==> config.mk <==
export PLATFORM = sky130hd
export DESIGN_NAME = cmd_feeder
export DESIGN_NICKNAME = d
export VERILOG_FILES = /design/src/rtl/cmd_feeder.sv
export SDC_FILE = /design/constraint.sdc
export NUM_CORES = 1
export LEC_CHECK = 0
export ABC_CLOCK_PERIOD_IN_PS = 4700
export BUFFER_PORTS_ARGS = -buffer_cell sky130_fd_sc_hd__buf_4
export CAP_MARGIN = 10
export CORE_UTILIZATION = 35
export CTS_CLUSTER_SIZE = 24
export DETAILED_ROUTE_END_ITERATION = 7
export SYNTH_ARGS = -nofsm -noshare
export SYNTH_HDL_FRONTEND = slang
export SYNTH_SLANG_ARGS = --single-unit
==> constraint.sdc <==
create_clock -name clock -period 4.7 [get_ports clock]
set_input_delay 0.47 -clock clock [delete_from_list [all_inputs] [get_ports clock]]
set_output_delay 0.47 -clock clock [all_outputs]
set_load 0.005 [all_outputs]
==> src/rtl/cmd_feeder.sv <==
// Purpose: buffers host command words in a FIFO and replays each packet on instruct with fixed pacing.
// Latency: a read header pushed into an idle, empty block appears on instruct 2 cycles after the push edge.
// Backpressure: in_ready drops only when the FIFO is full; a packet starts only if it can run without stalling.
//
// Ports:
//   clock, reset        rising-edge clock, asynchronous active-high reset
//   in_data/in_valid    host command words; transfer on in_valid & in_ready
//   in_ready            FIFO has room
//   instruct            registered word to the controller, 0 when idle
//   rd_window           high while the controller streams read data
//   busy                FSM is not idle
//   pkt_done            one-cycle pulse as the block returns to idle after a packet's gap
module cmd_feeder #(
    parameter int DEPTH = 16,
    parameter int GAP   = 2
) (
    input  logic        clock,
    input  logic        reset,
    input  logic [31:0] in_data,
    input  logic        in_valid,
    output logic        in_ready,
    output logic [31:0] instruct,
    output logic        rd_window,
    output logic        busy,
    output logic        pkt_done
);

    localparam int AW = $clog2(DEPTH);
    localparam int CW = AW + 1;
    localparam int GW = (GAP > 1) ? $clog2(GAP) : 1;

    typedef enum logic [2:0] {
        IDLE,
        HDR,
        DATA,
        RDWAIT,
        GAP_ST
    } state_t;

    // ------------------------------------------------------------------
    // FIFO
    // ------------------------------------------------------------------
    logic [31:0]   mem [DEPTH];
    logic [AW-1:0] wr_ptr;
    logic [AW-1:0] rd_ptr;
    logic [CW-1:0] count;
    logic          push;
    logic          pop;
    logic [31:0]   head;

    assign in_ready = (count != CW'(DEPTH));
    assign push     = in_valid & in_ready;
    assign head     = mem[rd_ptr];

    always_ff @(posedge clock) begin
        if (push) begin
            mem[wr_ptr] <= in_data;
        end
    end

    // DEPTH is a power of two, so the pointers wrap by plain overflow.
    always_ff @(posedge clock or posedge reset) begin
        if (reset) begin
            wr_ptr <= '0;
            rd_ptr <= '0;
            count  <= '0;
        end else begin
            if (push) begin
                wr_ptr <= wr_ptr + 1'b1;
            end
            if (pop) begin
                rd_ptr <= rd_ptr + 1'b1;
            end
            case ({push, pop})
                2'b10:   count <= count + 1'b1;
                2'b01:   count <= count - 1'b1;
                default: count <= count;
            endcase
        end
    end

    // ------------------------------------------------------------------
    // Header decode: number of data words (write) or readout words (read)
    // ------------------------------------------------------------------
    function automatic logic [3:0] words_for_sel(input logic [3:0] sel);
        logic [3:0] n;
        case (sel)
            4'd0, 4'd1, 4'd2, 4'd4, 4'd8, 4'd9: n = 4'd4;
            4'd5, 4'd6:                         n = 4'd8;
            4'd12, 4'd13, 4'd14:                n = 4'd5;
            default:                            n = 4'd1;
        endcase
        return n;
    endfunction

    logic [3:0]    head_n;
    logic [CW-1:0] need_words;

    assign head_n     = words_for_sel(head[3:0]);
    assign need_words = CW'(head_n) + CW'(1);

    // ------------------------------------------------------------------
    // Packet FSM
    // ------------------------------------------------------------------
    state_t        state, state_d;
    logic [3:0]    cnt, cnt_d;
    logic [3:0]    n_q, n_d;
    logic [GW-1:0] gap_cnt, gap_cnt_d;
    logic [31:0]   instruct_d;
    logic          rd_window_d;
    logic          pkt_done_d;

    always_ff @(posedge clock or posedge reset) begin
        if (reset) begin
            state     <= IDLE;
            cnt       <= '0;
            n_q       <= '0;
            gap_cnt   <= '0;
            instruct  <= '0;
            rd_window <= 1'b0;
            pkt_done  <= 1'b0;
        end else begin
            state     <= state_d;
            cnt       <= cnt_d;
            n_q       <= n_d;
            gap_cnt   <= gap_cnt_d;
            instruct  <= instruct_d;
            rd_window <= rd_window_d;
            pkt_done  <= pkt_done_d;
        end
    end

    always_comb begin
        state_d     = state;
        cnt_d       = cnt;
        n_d         = n_q;
        gap_cnt_d   = gap_cnt;
        instruct_d  = '0;
        rd_window_d = 1'b0;
        pkt_done_d  = 1'b0;
        pop         = 1'b0;

        case (state)
            IDLE: begin
                // A write only starts once its header and every data word
                // are buffered, so DATA can pop one word per cycle.
                if (count != '0 && (!head[31] || count >= need_words)) begin
                    state_d = HDR;
                end
            end
            HDR: begin
                instruct_d = head;
                pop        = 1'b1;
                n_d        = head_n;
                cnt_d      = '0;
                gap_cnt_d  = '0;
                state_d    = head[31] ? DATA : RDWAIT;
            end
            DATA: begin
                instruct_d = head;
                pop        = 1'b1;
                cnt_d      = cnt + 4'd1;
                if (cnt == n_q - 4'd1) begin
                    state_d = GAP_ST;
                end
            end
            RDWAIT: begin
                // cnt runs 0..N, giving N+1 readout cycles.
                rd_window_d = 1'b1;
                cnt_d       = cnt + 4'd1;
                if (cnt == n_q) begin
                    state_d = GAP_ST;
                end
            end
            GAP_ST: begin
                gap_cnt_d = gap_cnt + 1'b1;
                if (gap_cnt == GW'(GAP - 1)) begin
                    state_d    = IDLE;
                    pkt_done_d = 1'b1;
                end
            end
            default: begin
                state_d = IDLE;
            end
        endcase
    end

    assign busy = (state != IDLE);

endmodule
# [Word-level counts from Yosys, hierarchy flattened]
# Memory sizes are Yosys's and may differ from the RTL's.
# Index checks and enable logic that the tools add are counted.
# W data, S select, Z words.
[classes] addsub=8 magnitude_cmp=1 n_eq_ne=13 mux=16 bitwise_logic=1 n_reduce_logical=12
[ops] op="$mux W32" count=1
[ops] op="$pmux W3 S5" count=1
[ops] op="$add A4 B1 Y4 const B" count=3
[ops] op="$mux W3" count=4
[ops] op="$pmux W5 S2" count=1
[ops] op="$eq A4 B4 Y1" count=2
[ops] op="$ne A2 B2 Y1 const B" count=4
[ops] op="$pmux W4 S2" count=1
[ops] op="$mux W1" count=7
[ops] op="$eq A3 B2 Y1 const B" count=2
[ops] op="$reduce_bool A2 Y1" count=3
[ops] op="$add A4 B1 Y5 const B" count=1
[ops] op="$add A5 B1 Y5 const B" count=1
[ops] op="$ge A5 B5 Y1" count=1
[ops] op="$ne A5 B5 Y1 const B" count=1
[ops] op="$reduce_bool A5 Y1" count=1
[ops] op="$sub A5 B1 Y5 const B" count=1
[ops] op="$reduce_and A4 Y1" count=1
[ops] op="$reduce_or A2 Y1" count=2
[ops] op="$sub A4 B1 Y4 const B" count=1
[ops] op="$eq A3 B1 Y1 const B" count=1
[ops] op="$eq A3 B3 Y1 const B" count=1
[ops] op="$logic_not A3 Y1" count=1
[ops] op="$reduce_bool A3 Y1" count=1
[ops] op="8 further kinds" count=8
[totals] ff_bits=59 ram_bits=512 romBits=48 in_bits=35 out_inout_bits=36 wordCells=63 mem_count=2
[memory_table] memory="mem" words=16 word_bits=32 rd=1 rd_ports_with_merged_regs=0 write_ports=1 line="43" source="logic [31:0] mem [DEPTH];"
[memory_table] memory="(no name shown)" words=16 word_bits=3 rd=1 rd_ports_with_merged_regs=0 write_ports=0 line="87" source="case (sel)"

# [Depth between registers and ports, before layout]
# Gate-level depths: netlist (run 1).
# An unclocked memory read counts as a cell.
[depth] word_depth=8 ltp_mapped=16

# [Worst setup path after synthesis (run 1)]
# No wires, ideal clock.
[synth_path] kind="reg-to-reg" from="register count[0]" to="memory mem[3][0] (enable)" setup_ns=0.461 t_arrival_ns=3.321 path_slack_ns=0.918 stages_incl_launch_ff=7 path_cell_list="dfrtp_1 > nor4_1 > nand2_1 > and2_1 > clkbuf_1 > nand2_1 > nor3_1"
[synth_via] elab_chain_len=4
[synth_rtl] element="from (decl)" line="46" source="logic [CW-1:0] count;"
[synth_rtl] element="from (signal assigned)" line="75" source="2'b10: count <= count + 1'b1;"
[synth_rtl] element="from (signal assigned)" line="76" source="2'b01: count <= count - 1'b1;"
[synth_rtl] element="from (signal assigned)" line="77" source="default: count <= count;"
[synth_rtl] element="$ne A5 B5 Y1" line="51" source="assign in_ready = (count != CW'(DEPTH));"
[synth_rtl] element="via in_ready" line="21" source="output logic in_ready,"
[synth_rtl] element="$and A1 B1 Y1" line="52" source="assign push = in_valid & in_ready;"
[synth_rtl] element="$mux W1" line="56" source="if (push) begin"
[synth_rtl] element="$mux W1 (implied by the code)" line="57" source="mem[wr_ptr] <= in_data;"
[synth_rtl] element="to (decl)" line="43"
# The timed path passes the listed nets, and every way through them passes these cells.

# [Final worst setup path (run 1)]
[layout_path] from="register rd_ptr[0]" to="register state[0]"
[layout_via] elab_chain_len=8
[layout_rtl] element="from (decl)" line="45" source="logic [AW-1:0] rd_ptr;"
[layout_rtl] element="from (signal assigned)" line="72" source="rd_ptr <= rd_ptr + 1'b1;"
[layout_rtl] element="$mem_v2 Z16 W32 (*)"
[layout_rtl] element="$mem_v2 Z16 W3"
[layout_rtl] element="$add A4 B1 Y5" line="100" source="assign need_words = CW'(head_n) + CW'(1);"
[layout_rtl] element="$ge A5 B5 Y1" line="147" source="if (count != '0 && (!head[31] || count >= need_words)) begin"
[layout_rtl] element="$logic_or A1 B1 Y1" line="147"
[layout_rtl] element="$logic_and A1 B1 Y1" line="147"
[layout_rtl] element="$ne A2 B2 Y1 (no line)"
[layout_rtl] element="$reduce_and A4 Y1 (no line)"
[layout_rtl] element="to (signal assigned)" line="123" source="state <= state_d;"
[layout_rtl] element="to (decl)" line="105" source="state_t state, state_d;"
# Mark *: on every way between the ends. The rest lies on a longest branch, timed or not.
# A chain may end at the register's enable or synchronous reset.

==> flow_summary.ini, run 1 <==
[status]
outcome = finished, final reports clean

[synthesis]
avgSynthCellArea_um2 = 22.7
yosys_warnings = 0
syn_nets = 1026
yosys.area.top_type = edfxtp_1
synth_top_family_by_area = multiplexers
synth_edf_count = 512
ys_types = 49
ys_ff_latch = 570
synth_area_um2 = 22100
synth.mux.area_fraction = 0.170
yosys.area_share.adder = 0.00938
yosysTopAreaCellShare = 0.694
yosys.area_share.simple = 0.0255
synth-seq-area-share = 0.760
synth_top_flop_cell = edfxtp_1
syn-instance-count = 975
synthTopCellsByArea = edfxtp_1, mux4_2, dfrtp_1
synth-xor-area-share = 0.00633
async_reset_ff_frac = 0.102
synth-compound-area-share = 0.0103

[drt]
drc = 0
drt-total-wl_um = 46300
ant_nets = 0
drtIter0Drc = 832
vias = 9955
avgRoutedWirePerCell_um = 23.4
dr.pass1.iters = 7
via_per_inst = 5.04

[die]
start_util = 0.357
core_area_um2 = 62100
fp.dieW_um = 254
die_area_um2 = 64300
row_count = 91
dieHeight_um = 254
io_pins = 71

[global_routing]
grt_pass1_wl_um = 69400
grt_max_degree = 55
antenna_found_initial = 2
grt_pass1_vias = 10478
grtUsageTotal = 0.148
grt_overflow = 0

[finish]
fin_nets = 1138
fin_cells = 1975
area_delta_synth_final_pct = 16.5
design_area_um2 = 25800
fin_util = 0.416
layout-drive-gt1-share = 0.303

[placed_design]
dp_cells = 1863
hpwl_um = 25100
port_buffers = 70
gp_congestion = 0.723
dp_slack_ps = 755
place_area_um2 = 23700

[hold_path]
min_path_type = in2reg

[clock_tree]
clk_latency_ps = 610
cts_max_path_buffers = 3
cts_setup_buffers = 0
cts_buffers = 58
clock_sinks = 570
cts-root-buf = clkbuf_16
cts_tree = done
path_clk_slew_ps = 60
htreeDepth = 2

[timing]
timing.final.crit_period_ps = 3940
finalHoldViolations = 0
final.setup.tns_ps = 0
maxSlewHeadroom = 0.349
period_share = 0.839
whs_ps = 159
finalSetupViolCount = 0
worst_pin_slew_ps = 974
setup_ws_ps = 756
drv_slew = 0
max_freq_ghz = 0.254
finClkSkew_ps = 18.5
rsz0062_at_grt = false

[pwr]
finalPower_mw = 15.8
ir_drop_mv = 0.342
leakage_nw = 8.60
powerDensity_nw_per_um2 = 612

[critical_path]
worst_ep_required_time_ps = 5180
worst_ep_arrival_time_ps = 4420
startpoint_type = register
critPathKind = reg2reg
cp_max_fo = 21
end_kind = register

[flow_run]
maxCapViolCount = 0
-- synth_stat cells, types with 2 or more instances --
library cell and count:
o21ai_0 9, buf_1 6, buf_6 8, mux4_2 121, nand3_1 2, nor4_1 3
a21oi_1 7, edfxtp_1 512, nand2b_1 3, nand4_1 2, buf_12 5, a22o_1 3
nor3_1 10, nor2b_1 3, nand2_1 26, mux2i_1 6, a21o_1 2, dfrtp_1 58
mux2_2 3, and3_1 2, inv_1 17, clkbuf_1 22, ha_1 15, o21bai_1 2
nor2_1 20, mux4_1 36, and2_1 30, xnor2_1 10, xor2_1 6, buf_2 5
nor3b_1 3
-- layout make-up --
type | count | area, um2
antenna | 1 | 2.50
multi-input combinational | 340 | 5020
inverter | 17 | 65.1
timing repair buffer | 100 | 753
sequential | 570 | 16800
clock inverter | 42 | 515
tap | 837 | 1050
clock buffer | 68 | 1550
fill | 5330 | 36300
-- path summary, 6_finish.rpt --
check                           slack, ps            to        start  cells past startpoint
worst min register to register        500        n_q[3]       n_q[3]                      2
worst max-delay path                  760      state[0]    rd_ptr[0]                     12
worst max register to register        760      state[0]    rd_ptr[0]                     12
max in group asynchronous            3180     rd_ptr[1]        reset                      4
min in group asynchronous             400  instruct[28]        reset                      3
worst min-delay path                  160    mem[5][20]  in_data[20]                      1
-- state kept, by name, indices dropped and copies added, names as in the netlist --
name and cells:
pkt_done 1, rd_ptr 4, rd_window 1, cnt 4, gap_cnt 1, mem 512
state 3, count 5, instruct 32, wr_ptr 4, n_q 3
-- layout by cell type, fill, tap and decap left out, types with 4 or more instances in the layout --
master      synthesis  routed
xnor2_1            10      10
mux4_1             36      36
nor2_4              0      12
bufinv_16           0      10
clkinv_1            0       6
mux4_2            121     121
nand2_1            26      26
clkbuf_1           22       5
inv_1              17      16
edfxtp_1          512     512
a21oi_1             7       7
xor2_1              6       6
clkbuf_8            0       4
nor3_1             10       6
buf_4               1      99
ha_1               15      15
dfrtp_1            58      54
mux2i_1             6       6
and2_1             30      30
clkinv_2            0      13
clkinvlp_4          0       7
nor3_2              1       5
nor2_1             20       8
o21ai_0             9       9
clkbuf_16           0      59
-- logic make-up after synthesis --
group	Yosys count
buf+inv	65
mux	166
fa+ha+maj	16
xor+xnor	16
flops	570
compound gates	33
simple gates	109
-- critical path: stages (launching register included) --
cell,delay [ps]
dfrtp_4,680
mux4_1,620
mux4_2,530
ha_1,260
nor2b_1,140
mux2_2,260
nor3_1,250
nor3_1,90
ha_1,300
a21oi_1,130
nor4b_1,220
o311ai_0,170
a2bb2oi_1,160
-- per-layer routing --
metal	share of wire	global-route usage	wire length, um	up-vias
li1	-	-	-	4303
met1	0.45	0.210	20900	5367
met2	0.49	0.239	22500	228
met3	0.048	0.0271	2240	55
met4	0.014	0.0319	637	2
met5	0.00030	0	14	-
-- report_power, final --
part           internal, mW  leakage, nW  switching (mW)
Combinational          2.12         2.23            2.20
Clock                  2.93        0.999            1.96
Sequential             6.19         5.36           0.380
-- repair_timing --
action	CTS	global route
hold endpoints to repair	12	0
hold buffers	1	0
gates resized for setup	0	0
No activity file was read; power rests on OpenSTA's default activity.
==> inputs of run 2 (changes only) <==
- ABC_CLOCK_PERIOD_IN_PS: 4700 -> 3700
- clock period: 4.7 -> 3.7 ns (I/O delays scaled with it)
==> run 2 against run 1 <==
Critical path type unchanged. Cell area is essentially flat. Via count rose by 1.4%. Worst hold slack got worse by 110 ps. Total power grew 25%. Largest power group unchanged. Non-clock buffer count is 11 higher. Global-route usage rose by 0.41 points. Clock skew increased by 2.1 ps.
==> flow_summary.ini, run 2 (synthesis gave the netlist of run 1 again) <==
[drt]
via_per_inst = 5.09
drt-total-wl_um = 47600
drtIter0Drc = 698
top_layer_used = met5
avgRoutedWirePerCell_um = 24.0
vias = 10093
met2_length_um = 23100
ant_nets = 0
dr_wl_met3_um = 2440
drc = 0
dr.pass1.iters = 5
wl_met1_um = 21300

[critical_path]
crit_chain = buf_12 > mux4_1 > mux4_2 > ha_2 > nor2b_1 > mux2_2 > nor3_4 > nor3_1 > ha_1 > a21oi_1 > nor4b_2 > o311ai_1 > a2bb2oi_1
critPathKind = reg2reg
worst_ep_required_time_ps = 4190
path_delay_family = multiplexers
startpoint_type = register
end_kind = register
cpPeakStageDelay_ps = 550
slowest_stage = mux4_1
cp_max_fo = 6
worst_ep_arrival_time_ps = 4080
path_buf_inv = 1

[timing]
period_share = 0.971
finalHoldViolations = 0
worst_pin_slew_ps = 922
timing.final.crit_period_ps = 3590
drv_slew = 0
finClkSkew_ps = 20.5
whs_ps = 46.9
max_freq_ghz = 0.278
finalSetupViolCount = 0
maxSlewHeadroom = 0.386

[pwr]
internal-power_mw = 13.9
ir_drop_mv = 0.392
leakage_nw = 8.57
finalPower_mw = 19.7
swShare = 0.295
power_switching_mw = 5.81
clkPwrFrac = 0.280
p_comb_frac = 0.298
powerDensity_nw_per_um2 = 763
p_seq_frac = 0.421

[clock_tree]
path_clk_slew_ps = 60
clock_sinks = 570
cts-root-buf = clkbuf_16
clk_latency_ps = 620
cts_max_path_buffers = 3
htreeDepth = 2
cts_tree = done
cts_buffers = 58

[global_routing]
grtUsageTotal = 0.152
grt_pass1_vias = 10650
grt_pass1_wl_um = 71000
antenna_found_initial = 1
grt_overflow = 0
grt_max_degree = 79

[placed_design]
hpwl_um = 25900
place_area_um2 = 23900
gp_congestion = 0.748
port_buffers = 70
dp_cells = 1872

[die]
dieHeight_um = 254
start_util = 0.357
fp.dieW_um = 254
core_area_um2 = 62100
io_pins = 71
row_count = 91
die_area_um2 = 64300

[finish]
final_cell_mix = edfxtp_1, mux4_2, buf_4
final_common_cell = edfxtp_1
diodes = 0
layout-drive-gt1-share = 0.293
largest_register_ffs = 512
regMostFlops = mem
fin_nets = 1149
reg_top3 = mem x512, instruct x32, count x5
fin_cells = 1982
area_delta_synth_final_pct = 16.5
design_area_um2 = 25800

[hold_path]
min_path_type = in2reg

[status]
outcome = finished, final reports clean

[flow_run]
maxCapViolCount = 0
## run 2: power groups by stage
stage	logic [mW]	registers [mW]	clock network, mW
floorplan	4.30	8.20	0
global placement	5.84	8.42	0
detailed placement	5.91	8.45	0
CTS	5.93	8.33	5.66
global route	6.38	8.37	5.90
finish	5.87	8.30	5.52
## run 2: area by class of cell
cell class	instances	area, um2
Fill cell	5378	36300
Sequential cell	570	16800
Multi-Input combinational cell	340	5060
Clock buffer	84	1600
Tap cell	837	1050
Timing Repair Buffer	111	973
Clock inverter	23	209
Inverter	17	65.1
## run 2: routing by layer
metal  global-route usage  vias up
li1                     -     4312
met1                0.215     5470
met2                0.247      250
met3               0.0246       59
met4               0.0381        2
met5                    0        -
## run 2: timing repair
item,in CTS,in global routing
buffers inserted,0,2
hold endpoints to repair,37,0
hold buffers,1,0
setup endpoints to repair,0,1
gates resized for setup,0,5
## run 2: path summary, 6_finish.rpt
kind	start	endpoint	slack, ps	cells past startpoint
min in group asynchronous	reset	instruct[19]	490	3
worst min register to register	count[3]	count[3]	560	2
max in group asynchronous	reset	instruct[6]	2350	4
worst min-delay path	in_data[30]	mem[2][30]	50	1
worst max-delay path	rd_ptr[0]	state[0]	110	13
worst max register to register	rd_ptr[0]	state[0]	110	13
## run 2: per-stage QoR
stage,utilization,setup TNS (ps),setup WS [ps]
4_1_cts,0.415,0,9.63
5_1_grt,0.416,-32.4,-32.4
2_1_floorplan,-,0,30.7
3_3_place_gp,0.386,0,72.8
3_5_place_dp,0.386,0,28.8
6_report,0.416,0,109
